===== config.mk =====
export PLATFORM = sky130hd
export DESIGN_NAME = apb_byte_bridge
export DESIGN_NICKNAME = d
export VERILOG_FILES = /design/src/rtl/apb_byte_bridge.sv
export SDC_FILE = /design/constraint.sdc
export NUM_CORES = 1
export LEC_CHECK = 0
export BUFFER_PORTS_ARGS = -buffer_cell sky130_fd_sc_hd__buf_2
export CAP_MARGIN = 25
export CORE_MARGIN = 5
export CORE_UTILIZATION = 35
export DETAILED_ROUTE_END_ITERATION = 16
export PLACE_DENSITY_LB_ADDON = 0.12
export SYNTH_ARGS = -nofsm -noshare
export SYNTH_HDL_FRONTEND = slang
export SYNTH_SLANG_ARGS = --single-unit
export TNS_END_PERCENT = 10

===== constraint.sdc =====
create_clock -name pclk -period 3 [get_ports pclk]
set_input_delay 0.15 -clock pclk [delete_from_list [all_inputs] [get_ports pclk]]
set_output_delay 0.15 -clock pclk [all_outputs]
set_load 0.005 [all_outputs]

===== src/rtl/apb_byte_bridge.sv =====
// apb_byte_bridge: byte-wide pin interface to a single-transfer APB master.
// Optional build macro APB_TIMEOUT_EN adds an ACCESS-phase wait timeout.
`default_nettype none

// +----------------------------------------------------------------------+
// | Module      : apb_byte_bridge                                        |
// | Description : Synchronises async pin strobes, latches address/data,  |
// |               and runs one APB read or write per strobe.             |
// |               Macro APB_TIMEOUT_EN enables a 255-cycle wait timeout. |
// | Revision    : 1.0 - initial release                                  |
// +----------------------------------------------------------------------+
module apb_byte_bridge (
    input  logic       pclk,
    input  logic       prst,
    input  logic [7:0] data_in,
    input  logic       data_sel,
    input  logic       data_wr,
    input  logic       apb_we,
    input  logic       apb_re,
    output logic [7:0] data_out,
    output logic       busy,
    output logic       err,
    output logic [7:0] paddr,
    output logic       psel,
    output logic       penable,
    output logic       pwrite,
    output logic [7:0] pwdata,
    input  logic [7:0] prdata,
    input  logic       pready,
    input  logic       pslverr
);

    typedef enum logic [1:0] {
        IDLE   = 2'd0,
        SETUP  = 2'd1,
        ACCESS = 2'd2
    } state_t;

`ifdef APB_TIMEOUT_EN
    localparam logic [7:0] c_TMO_LAST = 8'd254;
`endif

    logic [2:0] wr_sync_q;
    logic [2:0] we_sync_q;
    logic [2:0] re_sync_q;
    logic       wr_rise_q;
    logic       we_rise_q;
    logic       re_rise_q;

    state_t     state_q, state_d;
    logic [7:0] addr_q, addr_d;
    logic [7:0] wdata_q, wdata_d;
    logic [7:0] paddr_q, paddr_d;
    logic [7:0] pwdata_q, pwdata_d;
    logic       pwrite_q, pwrite_d;
    logic [7:0] dout_q, dout_d;
    logic       err_q, err_d;
`ifdef APB_TIMEOUT_EN
    logic [7:0] tmo_q, tmo_d;
`endif

    // Two synchroniser stages, one edge-history stage; the edge pulse itself
    // is registered so a strobe sampled at edge k reaches SETUP at edge k+3.
    always_ff @(posedge pclk) begin
        if (prst) begin
            wr_sync_q <= 3'b000;
            we_sync_q <= 3'b000;
            re_sync_q <= 3'b000;
            wr_rise_q <= 1'b0;
            we_rise_q <= 1'b0;
            re_rise_q <= 1'b0;
        end else begin
            wr_sync_q <= {wr_sync_q[1:0], data_wr};
            we_sync_q <= {we_sync_q[1:0], apb_we};
            re_sync_q <= {re_sync_q[1:0], apb_re};
            wr_rise_q <= wr_sync_q[1] & ~wr_sync_q[2];
            we_rise_q <= we_sync_q[1] & ~we_sync_q[2];
            re_rise_q <= re_sync_q[1] & ~re_sync_q[2];
        end
    end

    always_ff @(posedge pclk) begin
        if (prst) begin
            state_q  <= IDLE;
            addr_q   <= 8'h00;
            wdata_q  <= 8'h00;
            paddr_q  <= 8'h00;
            pwdata_q <= 8'h00;
            pwrite_q <= 1'b0;
            dout_q   <= 8'h00;
            err_q    <= 1'b0;
`ifdef APB_TIMEOUT_EN
            tmo_q    <= 8'h00;
`endif
        end else begin
            state_q  <= state_d;
            addr_q   <= addr_d;
            wdata_q  <= wdata_d;
            paddr_q  <= paddr_d;
            pwdata_q <= pwdata_d;
            pwrite_q <= pwrite_d;
            dout_q   <= dout_d;
            err_q    <= err_d;
`ifdef APB_TIMEOUT_EN
            tmo_q    <= tmo_d;
`endif
        end
    end

    always_comb begin
        state_d  = state_q;
        addr_d   = addr_q;
        wdata_d  = wdata_q;
        paddr_d  = paddr_q;
        pwdata_d = pwdata_q;
        pwrite_d = pwrite_q;
        dout_d   = dout_q;
        err_d    = err_q;
`ifdef APB_TIMEOUT_EN
        tmo_d    = tmo_q;
`endif

        if (wr_rise_q) begin
            if (data_sel) begin
                wdata_d = data_in;
            end else begin
                addr_d = data_in;
            end
        end

        case (state_q)
            IDLE: begin
                // Bus-side copies freeze the transfer even if the pins
                // reload addr/wdata while it is in flight.
                if (we_rise_q || re_rise_q) begin
                    state_d  = SETUP;
                    pwrite_d = we_rise_q;
                    paddr_d  = addr_q;
                    pwdata_d = wdata_q;
                    err_d    = 1'b0;
`ifdef APB_TIMEOUT_EN
                    tmo_d    = 8'h00;
`endif
                end
            end
            SETUP: begin
                state_d = ACCESS;
            end
            ACCESS: begin
                if (pready) begin
                    state_d = IDLE;
                    err_d   = pslverr;
                    if (!pwrite_q && !pslverr) begin
                        dout_d = prdata;
                    end
                end
`ifdef APB_TIMEOUT_EN
                else if (tmo_q == c_TMO_LAST) begin
                    state_d = IDLE;
                    err_d   = 1'b1;
                end else begin
                    tmo_d = tmo_q + 8'd1;
                end
`endif
            end
            default: begin
                state_d = IDLE;
            end
        endcase
    end

    assign psel     = (state_q != IDLE);
    assign penable  = (state_q == ACCESS);
    assign busy     = (state_q != IDLE);
    assign paddr    = paddr_q;
    assign pwdata   = pwdata_q;
    assign pwrite   = pwrite_q;
    assign data_out = dout_q;
    assign err      = err_q;

endmodule

`default_nettype wire


# Word level (Yosys, flattened, before mapping)
# Cells that the tools add are included.
[classes]
n_eq_ne = 4
n_mux = 6
bitwise = 7
n_reduce_logical = 13
[ops]
columns = ["operator", "n"]
rows = [
  ["$reduce_and 2->1", 4],
  ["$pmux 2 s3", 1],
  ["$reduce_and 3->1", 2],
  ["$mux 2", 2],
  ["$not 1->1", 4],
  ["$reduce_bool 2->1", 2],
  ["$and 1x1->1", 3],
  ["$eq 2x1->1 const B", 1],
  ["$eq 2x2->1 const B", 1],
  ["$logic_not 1->1", 2],
  ["$logic_not 2->1", 1],
  ["$mux 1", 2],
  ["$ne 2x1->1 const B", 1],
  ["$ne 2x2->1 const B", 1],
  ["$pmux 1 s2", 1],
  ["$logic_and 1x1->1", 1],
  ["$logic_or 1x1->1", 1],
]
[totals]
ff_bits = 56
inputBits = 24
output_inout_bits = 29

# Depth between registers and ports, before layout
# Gate-level depths: netlist of run 1.
[depth]
depth_word = 3
mapped_depth = 5

# Worst setup path before layout of run 1
# Ideal clock, no wire load.
[synth_path]
kind = "register to register"
startpoint = "reg state_q[1]"
endpoint = "reg dout_q[0] (netlist: data_out[0])"
setup_ps = 72
arrival_time_ps = 1095
setup_slack_ps = 1833
stages_incl_launch_ff = 4
period_less_slack_ps = 1167
cell_sequence = "dfxtp_1 > nand3b_4 > nor3_4 > mux2i_1"
[synth_between]
elab_chain_cells = 2
[synth_rtl]
columns = ["item", "line", "text"]
rows = [
  ["start: declaration", "50", "state_t state_q, state_d;"],
  ["start signal: assignment", "96", "state_q <= state_d;"],
  ["$eq 2x2->1", "131", "case (state_q)"],
  ["$reduce_and 3->1 (no line)", "n/a", ""],
  ["end signal: assignment", "102", "dout_q <= dout_d;"],
  ["end: declaration", "56", "logic [7:0] dout_q, dout_d;"],
]
# No other way between the ends.
# A chain may end at the register's enable or synchronous reset.

# Final worst setup path of run 1
[layout_path]
startpoint = "reg wr_rise_q"
endpoint = "reg addr_q[4]"
[layout_between]
elab_chain_cells = 1
[layout_rtl]
columns = ["item", "line", "text"]
rows = [
  ["start: declaration", "46", "logic wr_rise_q;"],
  ["start signal: assignment", "76", "wr_rise_q <= wr_sync_q[1] & ~wr_sync_q[2];"],
  ["$reduce_and 2->1 (no line)", "n/a", ""],
  ["end signal: assignment", "97", "addr_q <= addr_d;"],
  ["end: declaration", "51", "logic [7:0] addr_q, addr_d;"],
]
# No other way between the ends.

==> results of run 1 <==
==> cell usage in the layout, fill, tap and decap left out <==
cell | Yosys | routed
a21oi_1 | 26 | 26
buf_2 | 6 | 52
buf_4 | 1 | 1
bufinv_16 | 0 | 1
clkbuf_8 | 0 | 5
clkinv_4 | 0 | 2
dfxtp_1 | 56 | 56
inv_2 | 1 | 1
mux2i_1 | 17 | 17
nand2_1 | 10 | 10
nand2b_1 | 16 | 16
nand3_1 | 25 | 25
nand3b_4 | 1 | 1
nor2_1 | 11 | 11
nor2_4 | 1 | 1
nor2b_1 | 14 | 14
nor3_1 | 1 | 1
nor3_4 | 1 | 1
o211ai_1 | 1 | 1
o21ai_0 | 14 | 14
o21ai_1 | 3 | 3
or2_2 | 1 | 1
==> where the power goes <==
part | switching, mW | internal, mW | total (mW)
sequential | 0.00589 | 0.754 | 0.760
combinational | 0.0445 | 0.0285 | 0.0730
clock | 0.254 | 0.252 | 0.506
==> per-stage QoR <==
stage          cells   util
3_5_place_dp     324  0.417
5_1_grt          332  0.438
2_1_floorplan    215      -
3_3_place_gp     324  0.417
4_1_cts          332  0.438
6_report         332  0.438
==> worst paths after layout <==
kind                  endpoint  slack, ns  depth (start not counted)
setup / recovery     addr_q[4]       1.26                          3
hold / removal    we_sync_q[0]       0.04                          2
setup reg to reg     addr_q[4]       1.26                          3
hold reg to reg      we_rise_q       0.39                          1
==> final cells by class <==
cell class	instances	area, sq um	share of cell area
clock inverters	3	47.5	0.0195
multi-input cells	142	843	0.345
flip-flops and latches	56	1120	0.459
clock buffers	5	68.8	0.0282
well taps	72	90.1	0.0369
inverters	1	3.75	0.00154
repair buffers	53	268	0.110
==> registers in the layout, summed over array words and instances, names as in the netlist <==
signal,count
re_sync_q,3
err,1
wr_sync_q,3
state_q,2
paddr,8
we_sync_q,3
wr_rise_q,1
we_rise_q,1
addr_q,8
pwdata,8
wdata_q,8
data_out,8
pwrite,1
re_rise_q,1
==> cells by family (layout without fill, tap and decap cells) <==
logic type,Yosys count,count (layout),synth area share
compound gates,44,44,0.109
buf+inv,17,62,0.0374
mux,17,17,0.0834
flops,56,56,0.549
simple gates,81,81,0.221
==> critical path: stages, from the launching register on <==
cell and delay, ns:
dfxtp_1 0.51, nor2b_1 0.77, mux2i_1 0.27, nor2_1 0.05
==> metal layers <==
metal | track usage | wire length [um] | share of wire
met5 | 0 | 0 | 0
met4 | 0.0382 | 59 | 0.013
met3 | 0.0428 | 268 | 0.060
met2 | 0.191 | 2000 | 0.45
met1 | 0.161 | 2160 | 0.48
==> metrics.md, run 1 <==
| Metric | Value |
|---|---|
| Status | finished, final reports clean |
| Deepest clock path buffer count | 2 |
| Die width | 86.4 um |
| DR pass1 iterations | 4 |
| Design Area, Final | 2440 sq um |
| Vias in the first global route | 1506 |
| P&R area growth vs syn | 19.7% |
| Worst Setup End Kind | register |
| I/O pin count | 53 |
| Synthesized area | 2040 sq um |
| Commonest cells post-synth | dfxtp_1 (56), a21oi_1 (26), nand3_1 (25), mux2i_1 (17), nand2b_1 (16) |
| DRT Wirelength | 4480 um |
| Dpl hpwl | 3010 um |
| Max-slew violation total from the final report | 0 |
| Avg Cell Area, Syn | 9.49 sq um |
| Initial Util | 0.366 |
| Number of enable flip-flop cells after synthesis | 0 |
| Inserted Clock Buffers | 5 |
| Lkg Pwr | 0.974 nW |
| Via count | 1572 |
| Detail Route Antenna Nets | 0 |
| Crit path from | wr_rise_q |
| Critical path peak fanout | 10 |
| R2r startpoint | wr_rise_q |
| Worst Tran Pin Value | 1.00 ns |
| Clock latency on the worst-skew pair | 0.31 ns |
| Core region area | 5570 sq um |
| Min-Delay Path Class | input port to register |
| Final Hold Viols | 0 |
| Unrepaired setup endpoints after global routing | false |
| CP Class | register to register |
| Htree depth | 2 |
| Design Power | 1.34 mW |
| Sink Count | 56 |
| Drt wl/cell | 13.5 um |
| Area leader, netlist | dfxtp_1 |
| Antenna violations before repair | 0 |
| Pre-CTS setup slack | 1.31 ns |
| Gpl congestion | 0.691 |
| Hold_sp | apb_we |
| Power Density | 548 nW/um^2 |
| # rows | 27 |
| Root Driver | clkbuf_8 |
| Layout cell share with drive strength beyond 1 | 0.254 |
| Max VDD drop | 229 uV |
| Crit path time final | 1.74 ns |
| Cell with the most instances after synthesis | dfxtp_1 |
| Fill cells | 581 |
| Max_cap viols | 0 |
| CP required | 3.17 ns |
| First-pass GRT wire length | 7380 um |
| Worst endpoint data arrival time | 1.91 ns |
| Synthesized instance count | 215 |
| Sequential fraction of the synthesis area | 0.549 |
| Port Buf Inserts | 52 |
| FFs w/ async S/R, synth | 0 |
| Worst setup SP type | register |
| CTS tree | done |
| Ys flop type | dfxtp_1 |
| Max Freq | 0.576 GHz |
| DP Area | 2330 sq um |
| Via density | 4.73 |
| Layout Skew | 0.0124 ns |
| Yosys cell types | 21 |
| Min Hold Slack | 0.0417 ns |
| Final worst slack | 1.26 ns |
| Slew margin rel. | 0.331 |
| DIE AREA | 7460 sq um |
| Synth top area share | 0.549 |
| Diode count | 0 |
| Setup violators final | 0 |
| Die height | 86.4 um |
| 1st-iter DRT viols | 86 |
| Nets | 283 |
| Setup TNS | 0 ns |
| DR DRC count | 0 |
| Synth area leaders | dfxtp_1 (55%), mux2i_1 (8.3%), a21oi_1 (6.4%), nand3_1 (6.1%), nand2b_1 (4.9%) |
| Post-CTS Setup Bufs | 0 |
| Number of hold buffers added after cts | 0 |
| Largest net degree at the start of global routing | 62 |
| Period utilization | 0.579 |
| Synthesis-stage register bit count | 56 |
| Yosys warns | 0 |
| Reg clk slew, reported paths | 0.11 ns |
| GRT Util Overall | 0.123 |
| Remaining Overflow, GRT | 0 |
| Syn Nets | 239 |
| CTS resizes | 0 |
(Power assumes the default switching activity.)
==> inputs of run 2 (changes only) <==
Clock period 3 ns to 1.6 ns, I/O delays scaled along.
==> run 2 against run 1 <==
  * Cell count up 3.0%
  * Highest routed layer unchanged
  * First-iteration DRC count is 3.5% lower
  * Largest cell class unchanged
  * Clock-buffer cell count grew 1
==> metrics.md, run 2 (synthesis gave the netlist of run 1 again) <==
| Metric | Value |
|---|---|
| Status | finished, final reports clean |
| DR pass1 iterations | 4 (unchanged) |
| Multi-input gate area | 843 sq um (unchanged) |
| Final Hold Viols | 0 (unchanged) |
| CTS tree | done |
| Deepest clock path buffer count | 2 (unchanged) |
| Max_cap viols | 0 (unchanged) |
| Htree depth | 2 (unchanged) |
| Setup TNS | 0 ns (unchanged) |
| Die width | 86.4 um (unchanged) |
| Nets | 293 (+3.5%) |
| Diode count | 0 (unchanged) |
| P&R area growth vs syn | 22.6% |
| Post-CTS Setup Bufs | 0 (unchanged) |
| GRT Util Overall | 0.128 (+0.00420) |
| 1st-iter DRT viols | 83 (-3.5%) |
| DIE AREA | 7460 sq um (unchanged) |
| Delay-heaviest family, CP | flip-flops |
| Worst setup SP type | register |
| Largest net degree at the start of global routing | 29 (-53%) |
| CP required | 1.52 ns (-1.65 ns) |
| Clock latency on the worst-skew pair | 0.30 ns (about the same) |
| Slew margin rel. | 0.735 (+0.404) |
| Initial Util | 0.366 (unchanged) |
| Setup violators final | 0 (unchanged) |
| Unrepaired setup endpoints after global routing | false |
| Inserted Clock Buffers | 5 (unchanged) |
| Root Driver | clkbuf_8 |
| Worst endpoint data arrival time | 1.31 ns (-0.60 ns) |
| Antenna violations before repair | 0 (unchanged) |
| Gpl congestion | 0.716 (+3.6%) |
| Via density | 4.72 (-0.33%) |
| CP Buf/Inv Count | 2 (+2) |
| Layout Skew | 0.00448 ns (-0.00787 ns) |
| Pre-CTS setup slack | 0.395 ns (-0.912 ns) |
| Vias in the first global route | 1566 (+4.0%) |
| Final worst slack | 0.209 ns (-1.05 ns) |
| CP Class | register to output port |
| Min Hold Slack | 0.0227 ns (-0.0190 ns) |
| Max VDD drop | 374 uV (+63%) |
| Design Power | 2.36 mW (+76%) |
| Max Freq | 0.719 GHz |
| Lkg Pwr | 1.01 nW (+4.2%) |
| DR DRC count | 0 (unchanged) |
| DP Area | 2380 sq um (+2.3%) |
| Critical path peak fanout | 21 (+11) |
| Reg area | 1120 sq um (unchanged) |
| Remaining Overflow, GRT | 0 (unchanged) |
| Most frequent cells in the layout | dfxtp_1 (56), buf_2 (52), a21oi_1 (26) |
| Core region area | 5570 sq um (unchanged) |
| Via count | 1614 (+2.7%) |
| Layout cell share with drive strength beyond 1 | 0.270 (+0.0165) |
| Design Area, Final | 2500 sq um (+2.4%) |
| CTS resizes | 0 (unchanged) |
| Fill cells | 592 (+1.9%) |
| Fin cells | 342 (+3.0%) |
| Sink Count | 56 (unchanged) |
| Drt wl/cell | 13.4 um (-1.0%) |
| Fin util | 0.449 (+0.0106) |
| Dpl hpwl | 3080 um (+2.4%) |
| Most common cell after layout, fill and taps aside | dfxtp_1 |
| Worst path slowest cell | dfxtp_1 |
| Power Density | 945 nW/um^2 (+72%) |
| Period utilization | 0.869 |
| Die height | 86.4 um (unchanged) |
| Reg clk slew, reported paths | 0.10 ns (about the same) |
| DRT Wirelength | 4570 um (+1.9%) |
| Detail Route Antenna Nets | 0 (unchanged) |
| I/O pin count | 53 (unchanged) |
| Port Buf Inserts | 52 (unchanged) |
| # rows | 27 (unchanged) |
| Max-slew violation total from the final report | 0 (unchanged) |
| Worst Tran Pin Value | 0.397 ns (-0.606 ns) |
| Crit path time final | 1.39 ns |
| First-pass GRT wire length | 7630 um (+3.4%) |
| Worst Setup End Kind | output port |
| Number of hold buffers added after cts | 3 (+3) |
| Min-Delay Path Class | input port to register |
| Slowest cell delay on critical path | 0.48 ns (-0.29 ns) |
| DP Cell Count | 331 (+2.2%) |
| Critical path cell sequence | nor2_4 -> inv_2 -> buf_2 |
-- run 2: changes by cell type in the layout (fill, tap and decap cells not counted), sizes merged --
| cell | delta |
|---|---|
| clkbuf | +1 |
| dlygate4sd3 | +3 |
| bufinv | -1 |
| buf | +7 |
-- run 2: area by class of cell --
type / count / share of cell area
sequential: 56 / 0.448
timing repair buffer: 63 / 0.140
tap: 72 / 0.0360
clock inverter: 2 / 0.00400
multi-input combinational: 142 / 0.337
clock buffer: 6 / 0.0330
inverter: 1 / 0.00150
-- run 2: layer usage --
| metal | part of all wire | track usage |
|---|---|---|
| met2 | 0.43 | 0.191 |
| met4 | 0.016 | 0.0425 |
| met1 | 0.49 | 0.174 |
| met3 | 0.066 | 0.0399 |
| met5 | 0 | 0 |
-- run 2: final timing paths --
| path | start | to | slack (ns) | cells after the start |
|---|---|---|---|---|
| worst max register to register | state_q[1] | paddr[0] | 0.40 | 4 |
| worst max-delay path | state_q[1] | busy | 0.21 | 3 |
| worst min register to register | we_sync_q[2] | we_rise_q | 0.39 | 1 |
| worst min-delay path | prdata[6] | data_out[6] | 0.02 | 3 |
-- run 2: power by group --
part	internal, mW	leakage, nW	switching (mW)
combinational	0.0645	0.511	0.0878
sequential	1.41	0.453	0.0104
clock	0.347	0.0510	0.440
total	1.82	1.01	0.539
-- run 2: worst min-delay path, stage by stage --
cell	delay [ns]
buf_2	0.09
nand2b_1	0.05
mux2i_1	0.06
==> inputs of run 3 (changes only) <==
Settings changed: SETUP_SLACK_MARGIN set to 0.1.
Clock period 1.6 ns to 1.1 ns, I/O delays scaled along.
==> run 3 against run 2 <==
  * The flow now finishes with violations (setup timing)
  * Highest routed layer unchanged
  * Core utilization is 4.5 points higher
  * Critical path type unchanged
  * Worst hold slack worse by 0.016 ns
  * Die area stayed put
  * Largest power group unchanged
  * Largest cell class unchanged
  * Combinational power is 97% higher
  * Clock skew is 0.0069 ns higher
  * Global-route usage is 1.6 points higher
  * Register-to-register slack worse by 0.40 ns
==> metrics.md, run 3 (synthesis gave the netlist of run 1 again) <==
| Metric | Value |
|---|---|
| Multi-input gate area | 878 sq um (+4.2%) |
| CP Class | register to output port |
| Port Buf Inserts | 52 (unchanged) |
| Min Hold Slack | 0.00661 ns (-0.0161 ns) |
| Slew margin rel. | 0.834 (+0.0984) |
| Status | finished, violations left |
| Reg clk slew, reported paths | 0.09 ns (about the same) |
| GRT Util Overall | 0.143 (+0.0158) |
| DIE AREA | 7460 sq um (unchanged) |
| Worst path slowest cell | dfxtp_4 |
| CP required | 1.04 ns (-0.48 ns) |
| Gpl congestion | 0.706 (-1.5%) |
| Inserted Clock Buffers | 5 (unchanged) |
| Worst endpoint data arrival time | 1.05 ns (-0.26 ns) |
| Critical path peak fanout | 6 (-71%) |
| Via density | 4.76 (+0.89%) |
| Nets | 307 (+4.8%) |
| Worst Tran Pin Value | 0.249 ns (-0.148 ns) |
| Fill cells | 551 (-6.9%) |
| Antenna violations before repair | 0 (unchanged) |
| Fin cells | 356 (+4.1%) |
| Die height | 86.4 um (unchanged) |
| DR pass1 iterations | 4 (unchanged) |
| Layout cell share with drive strength beyond 1 | 0.310 (+0.0395) |
| Period utilization | 1.00 |
| Failing checks | setup timing |
| CP Depth | 3 (unchanged) |
| Max VDD drop | 581 uV (+55%) |
| Core region area | 5570 sq um (unchanged) |
| CP Buf/Inv Count | 2 (unchanged) |
| Hold-critical path depth | 3 (unchanged) |
| Vias in the first global route | 1704 (+8.8%) |
| Max_cap viols | 0 (unchanged) |
| Most common cell after layout, fill and taps aside | dfxtp_1 |
| Fin util | 0.494 (+0.0453) |
| I/O pin count | 53 (unchanged) |
| Layout Skew | 0.0113 ns (+0.00686 ns) |
| Lkg Pwr | 1.12 nW (+10%) |
| Drt wl/cell | 14.0 um (+5.1%) |
| Htree depth | 2 (unchanged) |
| Min-Delay Path Class | input port to register |
| Setup violators final | 2 (+2) |
| Largest net degree at the start of global routing | 62 (+110%) |
| CTS tree | done |
| DRT Wirelength | 5000 um (+9.4%) |
| Diode count | 0 (unchanged) |
| Sink Count | 56 (unchanged) |
| # rows | 27 (unchanged) |
| Setup TNS | -0.00686 ns (-0.00686 ns) |
| Worst reg2reg path depth | 5 (+1) |
| Deepest clock path buffer count | 2 (unchanged) |
| Via count | 1695 (+5.0%) |
| Delay-heaviest family, CP | flip-flops |
| Clock latency on the worst-skew pair | 0.31 ns (about the same) |
| Unrepaired setup endpoints after global routing | true |
| Power Density | 1340 nW/um^2 (+42%) |
| Crit path time final | 1.10 ns |
| Most frequent cells in the layout | dfxtp_1 (53), buf_2 (50), a21oi_1 (26) |
| DR DRC count | 0 (unchanged) |
| Worst Setup End Kind | output port |
| Remaining Overflow, GRT | 0 (unchanged) |
| Slowest cell delay on critical path | 0.38 ns (-0.10 ns) |
| Final worst slack | -0.00394 ns (-0.213 ns) |
| 1st-iter DRT viols | 84 (+1.2%) |
| P&R area growth vs syn | 34.9% |
| Reg area | 1130 sq um (+0.56%) |
| Final Hold Viols | 0 (unchanged) |
| DP Cell Count | 333 (+0.60%) |
| Critical path cell sequence | nor2_4 -> inv_6 -> buf_6 |
| Max Freq | 0.906 GHz |
| Die width | 86.4 um (unchanged) |
| First-pass GRT wire length | 8510 um (+12%) |
| Detail Route Antenna Nets | 0 (unchanged) |
| Max-slew violation total from the final report | 0 (unchanged) |
| Initial Util | 0.366 (unchanged) |
| Root Driver | clkbuf_8 |
| Worst setup SP type | register |
| Dpl hpwl | 3100 um (+0.52%) |
[run 3: cell count changes in the layout (fill, tap and decap cells not counted), moves of 2 or more]
| cell | previous run | this run |
|---|---|---|
| o21ai_1 | 3 | 8 |
| buf_12 | 0 | 3 |
| dfxtp_2 | 0 | 2 |
| dfxtp_1 | 56 | 53 |
| buf_2 | 52 | 50 |
| o21ai_2 | 0 | 2 |
| buf_4 | 8 | 5 |
| o21ai_0 | 14 | 7 |
| dlygate4sd3_1 | 3 | 10 |
| buf_6 | 0 | 8 |
| nor2b_1 | 14 | 12 |
[run 3: routing by layer]
metal,vias up,routed length [um],GRT usage
li1,862,-,-
met1,793,2350,0.190
met2,38,2380,0.232
met3,2,243,0.0390
met4,0,34,0.0340
met5,-,0,0
[run 3: worst register-to-register path: cells and delay by family (launching register included)]
kind,cells,cell delay [ns]
DFF,1,0.38
and+or+nand+nor,1,0.17
AOI/OAI and AO/OA,2,0.23
buffers and inverters,2,0.21
[run 3: final cells by class]
cell class / count / area share
clock buffers: 6 / 0.0264
clock inverters: 2 / 0.0127
repair buffers: 76 / 0.195
multi-input cells: 142 / 0.319
flip-flops and latches: 56 / 0.409
repair inverters: 1 / 0.00136
inverters: 1 / 0.00318
well taps: 72 / 0.0327
[run 3: worst paths after layout]
kind	startpoint	endpoint	slack [ns]
worst max-delay path	state_q[1]	psel	-0.004
worst min-delay path	data_in[1]	wdata_q[1]	0.007
worst max register to register	state_q[1]	err	-0.004
worst min register to register	wr_sync_q[2]	wr_rise_q	0.38
[run 3: metrics by stage]
step                      worst slack, ns  total power [mW]  area (sq um)
final                            -0.00394              3.70          2750
after detailed placement          -0.0306              2.35          2420
after global placement            0.00308              2.34          2420
after floorplan                   -0.0617              2.24          2040
after global routing              -0.0866              3.86          2750
after CTS                         -0.0178              3.74          2740
[run 3: report_power, final]
part / switching, mW / total [mW] / internal [mW]
sequential: 0.0152 / 2.07 / 2.05
combinational: 0.153 / 0.299 / 0.146
clock: 0.655 / 1.33 / 0.677
[run 3: timing repair]
| item | in CTS | in global routing |
|---|---|---|
| endpoints found under the setup margin | 45 | 38 |
| pin swaps | 9 | 1 |
| cloned | 1 | 0 |
| endpoints found under the hold margin | 10 | 0 |
| resized for setup | 26 | 5 |
| buffers inserted | 4 | 0 |
| hold buffers | 10 | 0 |
